[config.mk]
export PLATFORM = sky130hd
export DESIGN_NAME = acq_ring_buffer
export DESIGN_NICKNAME = d
export VERILOG_FILES = /design/src/rtl/acq_ring_buffer.sv
export SDC_FILE = /design/constraint.sdc
export NUM_CORES = 1
export LEC_CHECK = 0
export CORE_ASPECT_RATIO = 0.8
export CORE_UTILIZATION = 62
export CTS_CLUSTER_SIZE = 14
export DETAILED_ROUTE_END_ITERATION = 10
export DONT_BUFFER_PORTS = 1
export GPL_ROUTABILITY_DRIVEN = 0
export PLACE_DENSITY = 0.81
export SLEW_MARGIN = 0
export SYNTH_ARGS = -nofsm -noshare
export SYNTH_HDL_FRONTEND = slang
export SYNTH_SLANG_ARGS = --single-unit
[constraint.sdc]
create_clock -name clk -period 8.8 [get_ports clk]
set_input_delay 0 -clock clk [delete_from_list [all_inputs] [get_ports clk]]
set_output_delay 0 -clock clk [all_outputs]
set_load 0.1 [all_outputs]
[src/rtl/acq_ring_buffer.sv]
// Acquisition ring buffer: show-ahead FIFO with a drop-new or overwrite-oldest policy on full, and sticky ovf/udf flags.
// Defining ACQ_BUF_HWM_EN adds the hwm (high-water mark) output and its register.
module acq_ring_buffer #(
  parameter int unsigned DATA_W    = 32,
  parameter int unsigned ADDR_W    = 4,
  parameter int unsigned AFULL_LVL = 12,
  parameter int unsigned OVERWRITE = 0
) (
  input  logic              clk,
  input  logic              rst_n,
  input  logic              wr_en,
  input  logic [DATA_W-1:0] wr_data,
  input  logic              rd_en,
  input  logic              flush,
  input  logic              ovf_clr,
  output logic [DATA_W-1:0] rd_data,
  output logic              rd_valid,
  output logic              full,
  output logic              afull,
  output logic [ADDR_W:0]   level,
`ifdef ACQ_BUF_HWM_EN
  output logic [ADDR_W:0]   hwm,
`endif
  output logic              ovf,
  output logic              udf
);

  localparam int unsigned DEPTH = 1 << ADDR_W;
  localparam int unsigned LVL_W = ADDR_W + 1;
  localparam logic [ADDR_W:0] DEPTH_LVL = LVL_W'(DEPTH);
  localparam logic [ADDR_W:0] AFULL_THR = LVL_W'(AFULL_LVL);

  logic [DATA_W-1:0] mem [DEPTH];

  logic [ADDR_W-1:0] wr_ptr;
  logic [ADDR_W-1:0] rd_ptr;
  logic [ADDR_W-1:0] wr_ptr_nxt;
  logic [ADDR_W-1:0] rd_ptr_nxt;
  logic [ADDR_W:0]   level_nxt;
  logic              ovf_nxt;
  logic              udf_nxt;
  logic              mem_we;
  logic              do_pop;
  logic              ovf_ev;
  logic              udf_ev;
  logic              is_empty;
  logic              is_full;

  // Status is decoded from the registered level only.
  assign is_empty = (level == '0);
  assign is_full  = (level == DEPTH_LVL);
  assign rd_valid = !is_empty;
  assign full     = is_full;
  assign afull    = (level >= AFULL_THR);
  assign rd_data  = mem[rd_ptr];

  // Pointer/level/flag next-state; a pop on a full buffer frees the slot for a same-cycle push.
  always_comb begin
    wr_ptr_nxt = wr_ptr;
    rd_ptr_nxt = rd_ptr;
    level_nxt  = level;
    mem_we     = 1'b0;
    do_pop     = 1'b0;
    ovf_ev     = 1'b0;
    udf_ev     = 1'b0;
    if (flush) begin
      wr_ptr_nxt = '0;
      rd_ptr_nxt = '0;
      level_nxt  = '0;
    end else begin
      do_pop = rd_en && !is_empty;
      udf_ev = rd_en && is_empty;
      if (do_pop) begin
        rd_ptr_nxt = rd_ptr + ADDR_W'(1);
      end
      if (wr_en) begin
        if (!is_full || do_pop) begin
          mem_we     = 1'b1;
          wr_ptr_nxt = wr_ptr + ADDR_W'(1);
          if (!do_pop) begin
            level_nxt = level + LVL_W'(1);
          end
        end else begin
          ovf_ev = 1'b1;
          if (OVERWRITE != 0) begin
            mem_we     = 1'b1;
            wr_ptr_nxt = wr_ptr + ADDR_W'(1);
            rd_ptr_nxt = rd_ptr + ADDR_W'(1);
          end
        end
      end else if (do_pop) begin
        level_nxt = level - LVL_W'(1);
      end
    end
    // A new event in the clearing cycle keeps its flag set.
    ovf_nxt = ovf_ev || (ovf && !ovf_clr);
    udf_nxt = udf_ev || (udf && !ovf_clr);
  end

  always_ff @(posedge clk or negedge rst_n) begin
    if (!rst_n) begin
      wr_ptr <= '0;
      rd_ptr <= '0;
      level  <= '0;
      ovf    <= 1'b0;
      udf    <= 1'b0;
    end else begin
      wr_ptr <= wr_ptr_nxt;
      rd_ptr <= rd_ptr_nxt;
      level  <= level_nxt;
      ovf    <= ovf_nxt;
      udf    <= udf_nxt;
    end
  end

  // Sample storage is deliberately not reset.
  always_ff @(posedge clk) begin
    if (mem_we) begin
      mem[wr_ptr] <= wr_data;
    end
  end

`ifdef ACQ_BUF_HWM_EN
  logic [ADDR_W:0] hwm_nxt;

  always_comb begin
    hwm_nxt = hwm;
    if (ovf_clr) begin
      hwm_nxt = level_nxt;
    end else if (level_nxt > hwm) begin
      hwm_nxt = level_nxt;
    end
  end

  always_ff @(posedge clk or negedge rst_n) begin
    if (!rst_n) begin
      hwm <= '0;
    end else begin
      hwm <= hwm_nxt;
    end
  end
`endif

endmodule

==> impl_metrics.toml <==
[yosys]
synthFlopType = "edfxtp_1"
synth_edf_count = 512
synth_top_area_cell = "edfxtp_1"
synth.avg_cell_area_sq_um = 19.7
synth_cell_types = 44
netlist_instances = 1047
synth_nets = 1094
synth_warnings = 0
seq_area_frac_synth_pct = 76.5
async_reset_ff_share_pct = 2.85
synth.area.top_cells = "edfxtp_1 (75%), mux4_2 (7.0%), mux2i_1 (6.3%)"
synth_top_area_share_pct = 74.7
synth.most_common_cell = "edfxtp_1"
synth_common_cells = "edfxtp_1 (512), mux2i_1 (130), a221oi_1 (64), mux4_2 (64), nand2_1 (41)"
synth_seq_cells = 527
synth_area_sq_mm = 0.0206

[clocking]
cts_tree = "done"
htreeDepth = 2
root_buffer = "clkbuf_16"
cts_max_path_buffers = 3
insertion_delay_ps = 560
cts.sinks = 527
numCtsBuffers = 47
cts_hold_buf = 39
cts_resized = 0
cts_setup_buffers = 0
path_clk_slew_ps = 70

[critical_path]
crit_buf_inv = 2
ff2ff_path_depth = 5
cp.depth = 6
startpoint_type = "flop"
cp_data_arrival_time_ps = 4450
critical_path_class = "reg2out"
path_cells = "buf_4 > nor2b_4 > buf_4 > a221oi_1 > o21ai_0 > nand2_1"
crit_start = "rd_ptr[2]$_DFFE_PN0P_"
endpoint_kind = "output pin"
slowest_stage = "dfrtp_1"
path_max_fanout = 33
worstPathRequired_ps = 8800
critPathMaxStageDelay_ps = 920
rr_startpoint = "level[3]$_DFFE_PN0P_"
crit_path_frequent_cell = "buf_4"
cp_top_family = "simple AND/OR/NAND/NOR gates"

[power_and_ir_drop]
p_per_area_mw_per_mm2 = 270
vdd_drop_max_uv = 216
leakagePower_nw = 7.20

[final_layout]
final_core_util_pct = 70.3
layout-drive-gt1-share_pct = 15.5
instances_no_fill = 1562
area_delta_synth_final_pct = 11.4
postLayoutCellArea_sq_mm = 0.0229
n_fill_cell = 1911
final_nets = 1149

[die]
dieArea_sq_mm = 0.0339
ios = 80
core-area_sq_mm = 0.0326
initial_core_util_pct = 63.1
die_h_um = 165
rows = 59
die_x_um = 206

[run_status]
status = "finished, final reports clean"

[global_route]
grt_max_degree = 59
grt_first_pass_wirelength_um = 64600
track_usage_pct = 26.6
gr-total-overflow = 0
first_global_vias = 10600
antenna_found_initial = 0

[place]
dp.cells = 1441
portBuffers = 0
dpl_cell_area_sq_mm = 0.0212
dp_hpwl_um = 22700

[sta]
fin_setup_tns_ps = 0
finalMaxSlewViolations = 0
timing.hold.ws_ps = 138
fin_crit_sh_pct = 50.5
worst_slew_margin_rel_pct = 22.4
hold_viol_final = 0
finClkSkew_ps = 13.1
setup_violations = 0
finalCriticalPeriod_ps = 4450
clock.fmax_mhz = 225
rsz0062_at_grt = "false"
worst-slew-pin-transition_ps = 1160

[route]
finalWirelength_um = 43900
drt-pass1-iter-count = 5
drc = 0
drtAntennaViolNets = 0
via_count = 10400
routed_via_density = 6.69
drt-initial-drc-count = 1169
avgRoutedWirePerCell_um = 28.1

[hold_path]
hold_class = "in2reg"
hold_depth = 2
worstHoldStart = "ovf_clr"

[flow_run]
cap_violations = 0
==> cell usage in the layout, fill, tap and decap left out, drive strengths merged, types with 5 or more instances in the layout <==
cell type and count:
a21oi 6, a221oi 64, a22oi 32, buf 27, clkbuf 59, clkinv 18
dfrtp 15, dlygate4sd3 39, edfxtp 512, ha 8, inv 11, mux2i 130
mux4 64, nand2 41, nand2b 5, nor2 23, o211ai 5, o21ai 36
==> metal layers <==
layer  up-vias  wire, um  GRT usage, %
met2       581     21300          43.3
li1       4456         -             -
met1      5327     17200          36.9
met3        82      4360          4.91
met5         -         0             0
met4         0      1070          8.79
==> through the flow <==
stage	total power [mW]	setup WS (ps)
final	6.20	4350
after global routing	6.37	4240
after CTS	6.22	4350
after detailed placement	4.33	4840
after global placement	4.31	5050
after floorplan	4.16	4440
==> state kept, by name, indices dropped and copies added (netlist names) <==
name / count
ovf: 1
level: 5
rd_ptr: 4
mem: 512
udf: 1
wr_ptr: 4
==> logic make-up after synthesis <==
kind of cell / count (synthesis) / share of synthesized area [%]
flops: 527 / 76.5
mux: 194 / 13.3
compound gates: 155 / 5.87
simple gates: 85 / 1.80
buf+inv: 70 / 1.63
fa+ha+maj: 9 / 0.583
xor+xnor: 7 / 0.298
==> worst reg2reg max path, cell delays in order (launching register included) <==
cell and delay [ps]:
dfrtp_1 1100, nor4_1 210, a21oi_1 370, nand2_1 300
nor3_2 940, buf_4 610
==> worst paths after layout <==
kind | to | slack (ps)
worst min-delay path | ovf$_DFF_PN0_ | 140
worst max-delay path | rd_data[7] | 4350
min in group asynchronous | level[1]$_DFFE_PN0P_ | 500
worst max register to register | mem[0][27]$_DFFE_PP_ | 4910
worst min register to register | wr_ptr[1]$_DFFE_PN0P_ | 670
max in group asynchronous | rd_ptr[1]$_DFFE_PN0P_ | 7770
==> report_power, final <==
part	switching, mW	leakage, nW	total (mW)	internal, mW
logic	0.977	1.71	1.37	0.389
registers	0.157	4.81	2.96	2.80
clock network	0.838	0.672	1.87	1.04
total	1.97	7.20	6.20	4.22
==> final cells by class <==
| class | instances | area [sq um] | area share, % |
|---|---|---|---|
| clock inverters | 20 | 111 | 0.486 |
| repair buffers | 66 | 593 | 2.59 |
| flip-flops and latches | 527 | 15800 | 68.7 |
| diodes | 3 | 7.51 | 0.0327 |
| inverters | 10 | 37.5 | 0.164 |
| well taps | 427 | 534 | 2.33 |
| clock buffers | 59 | 1260 | 5.51 |
| multi-input cells | 450 | 4630 | 20.2 |
Power figures use the tool's default switching activity.
